`src/rtl/usb_tx_pkg.sv`:
```
// Shared types and line-state constants for the USB transmit line encoder.
package usb_tx_pkg;

  typedef enum logic [1:0] {
    IDLE    = 2'd0,
    SEND    = 2'd1,
    EOP_SE0 = 2'd2,
    EOP_J   = 2'd3
  } usb_tx_state_t;

  // Line states encoded as {d_plus, d_minus}.
  localparam logic [1:0] LINE_J   = 2'b10;
  localparam logic [1:0] LINE_K   = 2'b01;
  localparam logic [1:0] LINE_SE0 = 2'b00;

  localparam logic [2:0] STUFF_LIMIT  = 3'd6;
  localparam logic [1:0] EOP_SE0_BITS = 2'd2;

endpackage

```
`src/rtl/usb_nrzi_stuffer.sv`:
```
// Per-bit NRZI line state and consecutive-ones tracking; flags when the next bit must be a stuffed 0.
module usb_nrzi_stuffer
  import usb_tx_pkg::*;
(
  input  logic       clk,
  input  logic       n_rst,
  input  logic       i_bit_valid,
  input  logic       i_bit_in,
  input  logic       i_clear,
  output logic [1:0] o_line,
  output logic       o_stuff_now
);

  logic       r_nrzi_j;
  logic [2:0] r_ones;
  logic       w_base_j;
  logic [2:0] w_base_ones;

  // Clear acts before a coincident bit, so a packet's first bit is encoded from J.
  always_comb begin
    w_base_j    = i_clear ? 1'b1 : r_nrzi_j;
    w_base_ones = i_clear ? 3'd0 : r_ones;
  end

  always_ff @(posedge clk or negedge n_rst) begin
    if (!n_rst) begin
      r_nrzi_j <= 1'b1;
      r_ones   <= 3'd0;
    end else if (i_bit_valid) begin
      if (i_bit_in) begin
        r_nrzi_j <= w_base_j;
        r_ones   <= w_base_ones + 3'd1;
      end else begin
        r_nrzi_j <= ~w_base_j;
        r_ones   <= 3'd0;
      end
    end else begin
      r_nrzi_j <= w_base_j;
      r_ones   <= w_base_ones;
    end
  end

  assign o_line      = r_nrzi_j ? LINE_J : LINE_K;
  assign o_stuff_now = (r_ones == STUFF_LIMIT);

endmodule

```
`src/rtl/usb_tx_line_encoder.sv`:
```
// USB full-speed TX line encoder: one-byte holding register, LSB-first serialiser, bit stuffing, NRZI, EOP.
// Sticky overrun detection is built only when USB_TX_OVERRUN_DET_EN is defined.
module usb_tx_line_encoder
  import usb_tx_pkg::*;
#(
  parameter int CLKS_PER_BIT = 8
) (
  input  logic       clk,
  input  logic       n_rst,
  input  logic [7:0] tx_byte,
  input  logic       tx_load,
  input  logic       eop_req,
  output logic       tx_ready,
  output logic       tx_busy,
  output logic       d_plus,
  output logic       d_minus,
  output logic       tx_overrun
);

  localparam logic [7:0] BIT_RELOAD = 8'(CLKS_PER_BIT - 1);

  usb_tx_state_t r_state;
  usb_tx_state_t w_next_state;

  logic [7:0] r_hold_dat;
  logic       r_hold_full;
  logic [7:0] r_shift;
  logic [2:0] r_bit_idx;
  logic [7:0] r_timer;
  logic [1:0] r_eop_cnt;
  logic       r_eop_q;
  logic       r_eop_pending;

  logic       w_tick;
  logic       w_last_bit;
  logic       w_eop_edge;
  logic [2:0] w_idx_nx;
  logic       w_stuff_now;
  logic [1:0] w_nrzi_line;
  logic       w_start_byte;
  logic       w_next_bit;
  logic       w_stuff_bit;
  logic       w_enter_eop;
  logic       w_bit_valid;
  logic       w_bit_in;
  logic       w_stuff_clr;

  assign w_tick     = (r_timer == 8'd0);
  assign w_last_bit = (r_bit_idx == 3'd7);
  assign w_eop_edge = eop_req & ~r_eop_q;
  assign w_idx_nx   = r_bit_idx + 3'd1;
  assign tx_ready   = ~r_hold_full;

  always_ff @(posedge clk or negedge n_rst) begin
    if (!n_rst) begin
      r_state <= IDLE;
    end else begin
      r_state <= w_next_state;
    end
  end

  always_comb begin
    w_next_state = r_state;
    case (r_state)
      IDLE: begin
        if (r_hold_full) begin
          w_next_state = SEND;
        end else if (r_eop_pending) begin
          w_next_state = EOP_SE0;
        end
      end
      SEND: begin
        // A byte ends only once bit 7 and any stuff bit owed after it are out.
        if (w_tick && !w_stuff_now && w_last_bit) begin
          if (r_hold_full) begin
            w_next_state = SEND;
          end else if (r_eop_pending) begin
            w_next_state = EOP_SE0;
          end else begin
            w_next_state = IDLE;
          end
        end
      end
      EOP_SE0: begin
        if (w_tick && (r_eop_cnt == (EOP_SE0_BITS - 2'd1))) begin
          w_next_state = EOP_J;
        end
      end
      EOP_J: begin
        if (w_tick) begin
          w_next_state = IDLE;
        end
      end
      default: w_next_state = IDLE;
    endcase
  end

  always_comb begin
    w_start_byte       = 1'b0;
    w_next_bit         = 1'b0;
    w_stuff_bit        = 1'b0;
    w_stuff_clr        = 1'b1;
    tx_busy            = 1'b0;
    {d_plus, d_minus}  = LINE_J;
    case (r_state)
      IDLE: begin
        w_start_byte = r_hold_full;
      end
      SEND: begin
        tx_busy           = 1'b1;
        w_stuff_clr       = 1'b0;
        {d_plus, d_minus} = w_nrzi_line;
        if (w_tick) begin
          if (w_stuff_now) begin
            w_stuff_bit = 1'b1;
          end else if (!w_last_bit) begin
            w_next_bit = 1'b1;
          end else begin
            w_start_byte = r_hold_full;
          end
        end
      end
      EOP_SE0: begin
        tx_busy           = 1'b1;
        {d_plus, d_minus} = LINE_SE0;
      end
      EOP_J: begin
        tx_busy           = 1'b1;
        {d_plus, d_minus} = LINE_J;
      end
      default: begin
        tx_busy           = 1'b0;
        {d_plus, d_minus} = LINE_J;
      end
    endcase
  end

  assign w_enter_eop = (w_next_state == EOP_SE0) && (r_state != EOP_SE0);
  assign w_bit_valid = w_start_byte | w_next_bit | w_stuff_bit;
  // Stuff periods present a 0, which both toggles the line and clears the ones count.
  assign w_bit_in    = w_start_byte ? r_hold_dat[0] : (w_next_bit & r_shift[w_idx_nx]);

  always_ff @(posedge clk or negedge n_rst) begin
    if (!n_rst) begin
      r_hold_dat    <= 8'd0;
      r_hold_full   <= 1'b0;
      r_shift       <= 8'd0;
      r_bit_idx     <= 3'd0;
      r_timer       <= 8'd0;
      r_eop_cnt     <= 2'd0;
      r_eop_q       <= 1'b1;
      r_eop_pending <= 1'b0;
    end else begin
      r_eop_q <= eop_req;

      if (w_eop_edge) begin
        r_eop_pending <= 1'b1;
      end else if (w_enter_eop) begin
        r_eop_pending <= 1'b0;
      end

      if (tx_load && !r_hold_full) begin
        r_hold_dat <= tx_byte;
      end
      if (w_start_byte) begin
        r_hold_full <= 1'b0;
      end else if (tx_load) begin
        r_hold_full <= 1'b1;
      end

      if (w_start_byte) begin
        r_shift   <= r_hold_dat;
        r_bit_idx <= 3'd0;
      end else if (w_next_bit) begin
        r_bit_idx <= w_idx_nx;
      end

      if (w_start_byte || w_enter_eop) begin
        r_timer <= BIT_RELOAD;
      end else if (r_state != IDLE) begin
        r_timer <= w_tick ? BIT_RELOAD : (r_timer - 8'd1);
      end

      if (w_enter_eop) begin
        r_eop_cnt <= 2'd0;
      end else if ((r_state == EOP_SE0) && w_tick) begin
        r_eop_cnt <= r_eop_cnt + 2'd1;
      end
    end
  end

`ifdef USB_TX_OVERRUN_DET_EN
  logic r_overrun;

  always_ff @(posedge clk or negedge n_rst) begin
    if (!n_rst) begin
      r_overrun <= 1'b0;
    end else if (tx_load && r_hold_full) begin
      r_overrun <= 1'b1;
    end else if (w_eop_edge) begin
      r_overrun <= 1'b0;
    end
  end

  assign tx_overrun = r_overrun;
`else
  assign tx_overrun = 1'b0;
`endif

  usb_nrzi_stuffer u_nrzi_stuffer (
    .clk         (clk),
    .n_rst       (n_rst),
    .i_bit_valid (w_bit_valid),
    .i_bit_in    (w_bit_in),
    .i_clear     (w_stuff_clr),
    .o_line      (w_nrzi_line),
    .o_stuff_now (w_stuff_now)
  );

endmodule

```
`config.mk`:
```
export PLATFORM = sky130hd
export DESIGN_NAME = usb_tx_line_encoder
export DESIGN_NICKNAME = d
export VERILOG_FILES = /design/src/rtl/usb_tx_pkg.sv /design/src/rtl/usb_nrzi_stuffer.sv /design/src/rtl/usb_tx_line_encoder.sv
export SDC_FILE = /design/constraint.sdc
export NUM_CORES = 1
export LEC_CHECK = 0
export BUFFER_PORTS_ARGS = -buffer_cell sky130_fd_sc_hd__buf_2
export CORE_AREA = 2 2 61 63
export DETAILED_ROUTE_END_ITERATION = 10
export DIE_AREA = 0 0 63 65
export PLACE_DENSITY_LB_ADDON = 0.15
export SKIP_CTS_REPAIR_TIMING = 1
export SLEW_MARGIN = 25
export SYNTH_ARGS = -nofsm -noshare
export SYNTH_HDL_FRONTEND = slang
export SYNTH_SLANG_ARGS = --single-unit
```
`constraint.sdc`:
```
create_clock -name clk -period 2.5 [get_ports clk]
set_input_delay 0.125 -clock clk [delete_from_list [all_inputs] [get_ports clk]]
set_output_delay 0.125 -clock clk [all_outputs]
set_load 0.1 [all_outputs]
```
==> results.yml, run 1 <==
run_status:
  status: "finished clean"
worst_setup_path:
  crit_family: "simple AND/OR/NAND/NOR gates"
  reg2reg_setup_slack_ns: 0.35
  max_stage_delay_ns: 0.41
  r2r_cells: 7
  arrival_ns: 2.37
  cpMaxStageDelayCell: "dfrtp_1"
  timing.critical_path.from: "r_timer[0]"
  reg2reg_from: "r_timer[0]"
  path_buf_inv: 1
  worstPathRequired_ns: 2.73
  path_cells: "inv_1 > ha_1 > nor3b_2 > a41oi_2 > or2_4 > nor2_8 > mux2_2"
  startpoint_type: "flop"
  cp-end-kind: "flop"
  worstSetupPathType: "reg2reg"
  critPathMaxFanout: 12
  crit-reg2reg-capture: "r_shift[1]"
place:
  place_ws_ns: 0.3758
  post-dp-hpwl_um: 2462
  globalplace.congestion: 0.7915
  port_buffers: 15
synthesis:
  synth_area_leader_cell: "dfrtp_1"
  netlist_instances: 167
  async_flop_share: 1.000
  yosys_register_bits: 38
  synth_area_mm2: 0.001919
  yosysTopAreaCellShare: 0.4694
  syn-mean-instance-area_um2: 11.49
  yosysWarnings: 0
  synth_top_flop_cell: "dfrtp_1"
  mappedNetlistNets: 184
  synth-edff-count: 0
  yosysSeqAreaShare: 0.4967
  synthDistinctLibCells: 45
  ys_top_cells_by_area: "dfrtp_1 47%, mux2_2 5.9%, mux2_4 3.9%"
power_and_ir_drop:
  swShare: 0.3569
  combinationalPowerShare: 0.336
  p_per_area_mw_per_mm2: 962.5
  p_seq_frac: 0.505
  leakage_nw: 0.9783
  clkPwrFrac: 0.160
  p_switching_w: 0.0007488
  intPower_w: 0.001349
  vdd_drop_max_mv: 0.5493
sta:
  slew_violations: 0
  fin_crit_sh: 0.8584
  worst_slack_ns: 0.3541
  min_period_ns: 2.146
  setup_violations: 0
  fmax_mhz: 466.0
  fin_skew_ns: 0.01133
  relSlewSlack: 0.4564
  tns_ns: 0
  worst_pin_slew_ns: 0.8155
  grt_setup_unrepaired: "false"
  hold_violations: 0
  hold_slack_ns: 0.01483
finish:
  multi_input_area_um2: 893.4
  fillerInstances: 315
  n_antenna_cell: 0
  final_common_cell: "dfrtp_1"
  layout.nets: 210
  mostFrequentLayoutCells: "36 x dfrtp_1, 18 x nor2_1, 15 x buf_2"
  drive_gt1_frac: 0.2629
  area_growth_syn_to_layout_pct: 13.56
  seqCellArea_um2: 953.4
global_route:
  antenna_found_initial: 0
  grt_pass1_vias: 1346
  overflow: 0
  track_usage: 0.1885
  grt_pass1_wl_um: 6016
  grt_max_degree: 39
routing:
  drc: 0
  drt_iter0_drc: 74
  first_pass_iters: 4
  routed_wirelength_um: 3341
  vias: 1310
  ant_nets: 0
  drt-vias-per-instance: 5.413
  wl_per_cell_um: 13.81
flow_run:
  drv.max_cap_violation_count: 0
die:
  fp-row-count: 22
  io_pins: 17
  start_util: 0.5490
  core_mm2: 0.003496
  dieArea_mm2: 0.004095
  die_w_um: 63
  fp.dieH_um: 65
clocking:
  clk_root_buffer_cell: "clkbuf_4"
  clkTransAtPathRegs_ns: 0.12
  cts.sinks: 38
  cts_buffers: 5
  cts_buffer_depth: 2
  cts_htree_levels: 2
  cts_tree: "built"
  clk-insertion-delay-late_ns: 0.34
min_path:
  min_from: "tx_load"
  whs_path_depth: 3
  hold_class: "in2reg"
  hold_end: "r_hold_full"
final cells by class:
class / instances / area share
flip-flops and latches: 38 / 0.4374
multi-input cells: 114 / 0.4099
repair buffers: 25 / 0.08037
well taps: 48 / 0.02755
clock buffers: 6 / 0.02354
inverters: 9 / 0.01550
clock inverters: 2 / 0.005741
power groups by stage:
stage	sequential, W	clock (W)	combinational [W]
3_5_place_dp	0.00108	0	0.000698
6_report	0.00106	0.000335	0.000704
2_1_floorplan	0.00100	0	0.000619
5_1_grt	0.00110	0.000391	0.000786
3_3_place_gp	0.00106	0	0.000672
4_1_cts	0.00106	0.000352	0.000704
through the flow:
stage	area (µm²)	power [W]	utilization	cells
finish	2180	0.002098	0.6235	242
global route	2180	0.002275	0.6235	242
CTS	2079	0.002116	0.5948	232
detailed placement	2016	0.001773	0.5766	224
global placement	2016	0.001734	0.5766	224
floorplan	1931	0.001619	-	167
registers in the layout, indices dropped and copies added, names as in the netlist, 2 cells and up:
register               count
r_eop_cnt                  2
r_timer                    8
r_bit_idx                  3
r_hold_dat                 8
r_shift                    8
u_nrzi_stuffer.r_ones      3
r_state                    2
cells in the mapped netlist (3+ instances only):
cell type / n
mux2i_1: 4
o22ai_1: 3
ha_1: 5
clkbuf_1: 3
nor2_1: 18
mux2_4: 5
xnor2_1: 4
xor2_1: 4
mux2_2: 10
nand2_1: 12
dfrtp_1: 36
o21ai_0: 9
nor3_1: 6
inv_1: 9
worst max path at each step:
stage | end | slack, ns | cells after the start
global placement | r_shift[7] | 0.48 | 7
finish | r_shift[1] | 0.35 | 7
detailed placement | r_shift[1] | 0.38 | 7
global route | r_shift[7] | 0.21 | 7
floorplan | d_plus | 0.15 | 3
CTS | r_shift[1] | 0.35 | 7
worst register-to-register path, cell delays in order (launching register included):
cell	delay, ns
dfrtp_1	0.41
inv_1	0.12
ha_1	0.18
nor3b_2	0.27
a41oi_2	0.18
or2_4	0.30
nor2_8	0.22
mux2_2	0.36
cells by family after synthesis:
family          synth area share
buf+inv                  0.04368
simple gates              0.1604
mux                       0.1421
compound gates           0.08606
fa+ha+maj                0.03259
xor+xnor                 0.03650
flops                     0.4967
other cells             0.001954
layer usage:
layer,vias to the layer above,routed length (µm),GRT usage
met3,6,106,0.05903
met1,640,1428,0.2260
li1,639,-,-
met4,0,47,0.05000
met2,25,1758,0.3285
met5,-,0,0
(Power assumes the default switching activity.)
==> run 2: changes to the inputs <==
CORE_AREA = 2 2 70 55   (was 2 2 61 63)
DIE_AREA = 0 0 72 57   (was 0 0 63 65)
MAX_ROUTING_LAYER = met4   (was not set)
==> results.yml, run 2 (synthesis results as in run 1) <==
sta:
  worst_pin_slew_ns: 0.8288
  grt_setup_unrepaired: "false"
  relSlewSlack: 0.4474
  slew_violations: 0
  fmax_mhz: 465.1
  fin_skew_ns: 0.004543
  min_period_ns: 2.150
  tns_ns: 0
  hold_violations: 0
  fin_crit_sh: 0.8601
  setup_violations: 0
power_and_ir_drop:
  intPower_w: 0.001606
  combinationalPowerShare: 0.289
  p_seq_frac: 0.448
  power_w: 0.002418
  clkPwrFrac: 0.263
  swShare: 0.3358
  vdd_drop_max_mv: 0.6558
  leakage_nw: 0.9790
  p_per_area_mw_per_mm2: 1116
  p_switching_w: 0.0008119
routing:
  vias: 1268
  drc: 0
  wl_per_cell_um: 15.95
  ant_nets: 0
  drt_iter0_drc: 54
  drt-vias-per-instance: 5.561
  first_pass_iters: 4
  routed_wirelength_um: 3636
die:
  fp.dieH_um: 57
  die_w_um: 72
  io_pins: 17
  core_mm2: 0.003495
  fp-row-count: 19
  dieArea_mm2: 0.004104
  start_util: 0.5492
clocking:
  cts.sinks: 38
  cts_buffer_depth: 2
  clk-insertion-delay-late_ns: 0.30
  clkTransAtPathRegs_ns: 0.08
  cts_htree_levels: 2
  clk_root_buffer_cell: "clkbuf_8"
  cts_tree: "built"
  cts_buffers: 5
finish:
  fillerInstances: 284
  drive_gt1_frac: 0.2742
  layout.nets: 202
  final_common_cell: "dfrtp_1"
  mostFrequentLayoutCells: "36 x dfrtp_1, 18 x nor2_1, 15 x buf_2"
  n_antenna_cell: 0
  largest_registers: "r_hold_dat x8, r_shift x8, r_timer x8"
  area_growth_syn_to_layout_pct: 12.84
min_path:
  hold_class: "in2reg"
  whs_path_depth: 3
  min_from: "tx_load"
  hold_end: "r_hold_full"
worst_setup_path:
  cp-end-kind: "flop"
  critPathMaxFanout: 12
  reg2reg_from: "r_timer[0]"
  r2r_cells: 7
  reg2reg_setup_slack_ns: 0.35
  startpoint_type: "flop"
  worstSetupPathType: "reg2reg"
  worstPathRequired_ns: 2.68
  crit-reg2reg-capture: "r_shift[7]"
  arrival_ns: 2.33
global_route:
  overflow: 0
  grt_pass1_vias: 1251
  grt_pass1_wl_um: 6092
  grt_max_degree: 39
  track_usage: 0.2054
  antenna_found_initial: 0
place:
  post-dp-hpwl_um: 2741
  globalplace.congestion: 0.8301
  port_buffers: 15
run_status:
  status: "finished clean"
flow_run:
  drv.max_cap_violation_count: 0
==> run 2: changes by cell type in the layout (fill, tap and decap cells not counted), sizes merged <==
cell and delta:
clkinvlp -1, bufinv +2, clkbuf -1, dlygate4sd3 -8
==> run 2: critical path: stages, from the launching register on <==
cell,delay (ns)
dfrtp_1,0.40
inv_1,0.11
ha_1,0.17
nor3b_2,0.28
a41oi_2,0.18
or2_4,0.31
nor2_8,0.22
mux2_2,0.37
==> run 2: area by class of cell <==
| class | instances | area, µm² | area share |
|---|---|---|---|
| inverters | 9 | 33.78 | 0.01560 |
| multi-input cells | 114 | 893.4 | 0.4125 |
| flip-flops and latches | 38 | 953.4 | 0.4402 |
| clock inverters | 3 | 68.82 | 0.03177 |
| repair buffers | 17 | 95.09 | 0.04391 |
| well taps | 42 | 52.55 | 0.02426 |
| clock buffers | 5 | 68.82 | 0.03177 |
==> run 2: routing by layer <==
metal  part of all wire  global-route usage  vias up  wire (µm)
met4             0.0096             0.05930        0         35
met1               0.50              0.2854      608       1803
met3              0.052             0.08304        6        188
met2               0.44              0.2791       32       1610
li1                   -                   -      622          -
met5                  0                   -        -          0
==> run 2: worst max-delay path by stage <==
stage,start,end,slack (ns),depth (start not counted)
after floorplan,r_state[1],d_plus,0.15,3
after global placement,r_timer[0],r_shift[7],0.48,7
after detailed placement,r_timer[0],r_shift[7],0.36,7
after CTS,r_timer[0],r_shift[7],0.34,7
after global routing,r_timer[0],r_shift[1],0.20,7
final,r_timer[0],r_shift[7],0.35,7
==> run 2: per-stage QoR <==
stage | instance area, µm² | utilization | hold slack (ns) | std cells | setup WS, ns
finish | 2166 | 0.6198 | 0.05271 | 228 | 0.3498
CTS | 2146 | 0.6140 | -0.07550 | 226 | 0.3414
global placement | 2008 | 0.5747 | 0.2412 | 218 | 0.4761
global route | 2166 | 0.6198 | 0.04863 | 228 | 0.1965
detailed placement | 2008 | 0.5747 | 0.2442 | 218 | 0.3648
floorplan | 1931 | - | -0.1706 | 167 | 0.1505
==> run 2: power by group through the flow <==
stage               Clock (W)  Sequential, W  Combinational, W
CTS                  0.000641        0.00108          0.000704
finish               0.000635        0.00108          0.000699
global placement            0        0.00107          0.000672
detailed placement          0        0.00110          0.000701
global route         0.000673        0.00112          0.000766
floorplan                   0        0.00100          0.000619
==> run 3: changes to the inputs <==
ABC_AREA = 1   (was not set)
CORE_AREA = 2 2 71 56   (was 2 2 70 55)
DIE_AREA = 0 0 73 58   (was 0 0 72 57)
SLEW_MARGIN = 20   (was 25)
==> results.yml, run 3 <==
global_route:
  antenna_found_initial: 0
  track_usage: 0.2041
  grt_max_degree: 39
  grt_pass1_vias: 1440
  grt_pass1_wl_um: 6348
  overflow: 0
min_path:
  hold_end: "r_hold_dat[2]"
  whs_path_depth: 2
  hold_class: "in2reg"
  min_from: "tx_byte[2]"
sta:
  fin_crit_sh: 0.7465
  worst_pin_slew_ns: 0.8326
  setup_violations: 0
  tns_ns: 0
  slew_violations: 0
  grt_setup_unrepaired: "false"
  fmax_mhz: 535.8
  min_period_ns: 1.866
  relSlewSlack: 0.4449
  hold_violations: 0
  fin_skew_ns: 0.002764
die:
  fp-row-count: 19
  start_util: 0.5539
  die_w_um: 73
  fp.dieH_um: 58
  core_mm2: 0.003542
  io_pins: 17
  dieArea_mm2: 0.004234
power_and_ir_drop:
  leakage_nw: 1.128
  p_switching_w: 0.0009432
  p_per_area_mw_per_mm2: 1131
  p_seq_frac: 0.395
  swShare: 0.3747
  combinationalPowerShare: 0.351
  clkPwrFrac: 0.254
  vdd_drop_max_mv: 0.9239
  intPower_w: 0.001574
synthesis:
  synth_area_leader_cell: "dfrtp_1"
  yosysTopAreaCellShare: 0.4592
  syn-mean-instance-area_um2: 8.384
  netlist_top_cells_count: "45 x nand2_1, 36 x dfrtp_1, 31 x inv_1"
  ys_top_cells_by_area: "dfrtp_1 46%, nand2_1 8.6%, inv_1 5.9%"
  yosysMostFrequentCell: "nand2_1"
  synth-edff-count: 0
  synthDistinctLibCells: 31
  synth_area_mm2: 0.001962
  netlist_instances: 234
  synth_top_flop_cell: "dfrtp_1"
  yosysWarnings: 0
  async_flop_share: 1.000
  yosys_register_bits: 38
  mappedNetlistNets: 251
  yosysSeqAreaShare: 0.4860
place:
  globalplace.congestion: 0.8412
  place_area_mm2: 0.002063
  port_buffers: 15
  post-dp-hpwl_um: 2575
worst_setup_path:
  reg2reg_from: "r_bit_idx[0]"
  crit-reg2reg-capture: "u_nrzi_stuffer.r_ones[1]"
  worstSetupPathType: "reg2out"
  cp-end-kind: "output pin"
  timing.critical_path.from: "r_state[0]"
  worstPathRequired_ns: 2.38
  r2r_cells: 10
  critPathMaxFanout: 6
  reg2reg_setup_slack_ns: 0.69
  startpoint_type: "flop"
  arrival_ns: 1.74
clocking:
  clk-insertion-delay-late_ns: 0.29
  cts_buffer_depth: 2
  cts_htree_levels: 2
  cts_tree: "built"
  cts.sinks: 38
  cts_buffers: 5
  clkTransAtPathRegs_ns: 0.07
  clk_root_buffer_cell: "clkbuf_8"
routing:
  vias: 1519
  drt_iter0_drc: 102
  drt-vias-per-instance: 5.114
  routed_wirelength_um: 3519
  ant_nets: 0
  drc: 0
  wl_per_cell_um: 11.85
  first_pass_iters: 4
finish:
  final_common_cell: "nand2_1"
  fillerInstances: 307
  mostFrequentLayoutCells: "45 x nand2_1, 36 x dfrtp_1, 31 x inv_1"
  layout.nets: 271
  final_area_mm2: 0.002226
  fin_util: 0.6284
  n_antenna_cell: 0
  drive_gt1_frac: 0.1725
  largest_registers: "r_hold_dat x8, r_shift x8, r_timer x8"
  area_growth_syn_to_layout_pct: 13.46
run_status:
  status: "finished clean"
flow_run:
  drv.max_cap_violation_count: 0
[run 3: cell count changes after synthesis, sizes merged, moves of 4 or more]
cell and change:
a21oi +4, inv +25, mux2 -10, mux2i -4, nand2 +37, nand3 +16
nor2 +14, nor3 -5, o21ai +17, xnor2 -4
[run 3: metrics by stage]
| step | hold WS [ns] | std cells | setup slack [ns] | power [W] |
|---|---|---|---|---|
| finish | 0.06317 | 297 | 0.6338 | 0.002517 |
| global route | 0.06094 | 297 | 0.4903 | 0.002724 |
| CTS | -0.06698 | 295 | 0.6296 | 0.002535 |
| detailed placement | 0.2443 | 287 | 0.7250 | 0.001885 |
| global placement | 0.2410 | 287 | 0.7924 | 0.001873 |
| floorplan | -0.1706 | 234 | 0.1033 | 0.001714 |
[run 3: final cells by class]
cell class	instances	area (µm²)	area share
Inverter	34	127.6	0.05734
Clock buffer	6	82.58	0.03710
Multi-Input combinational cell	158	854.6	0.3839
Tap cell	42	52.55	0.02361
Sequential cell	38	953.4	0.4283
Clock inverter	2	60.06	0.02698
Timing Repair Buffer	17	95.09	0.04272
[run 3: worst max-delay path: stages, from the launching register on]
cell and delay [ns]:
dfrtp_1 0.42, inv_2 0.08, nor2_4 0.18, inv_1 0.11, nor2_2 0.19, buf_2 0.47
[run 3: kinds of logic after synthesis]
family	share of synthesized area
xor gates and xnor gates	0.02232
buffers and inverters	0.07972
muxes	0.02870
AOI/OAI and AO/OA	0.09566
and+or+nand+nor	0.2538
adders and majority gates	0.03189
other	0.001911
DFF	0.4860
[run 3: worst max path at each step]
stage              endpoint  cells past startpoint
2_1_floorplan        d_plus                      5
3_3_place_gp   r_bit_idx[1]                      9
3_5_place_dp   r_bit_idx[1]                      9
4_1_cts             d_minus                      5
5_1_grt             d_minus                      5
6_report            d_minus                      5
[run 3: power groups by stage]
stage	logic (W)	registers (W)	clock network [W]
6_report	0.000884	0.000994	0.000640
5_1_grt	0.00102	0.00102	0.000678
4_1_cts	0.000888	0.000991	0.000656
3_5_place_dp	0.000883	0.00100	0
3_3_place_gp	0.000873	0.000999	0
2_1_floorplan	0.000753	0.000961	0
[run 3: layer usage]
| metal | track usage | wire length [µm] |
|---|---|---|
| met5 | - | 0 |
| met4 | 0.08995 | 43 |
| met3 | 0.04696 | 163 |
| met2 | 0.2638 | 1382 |
| met1 | 0.3037 | 1929 |
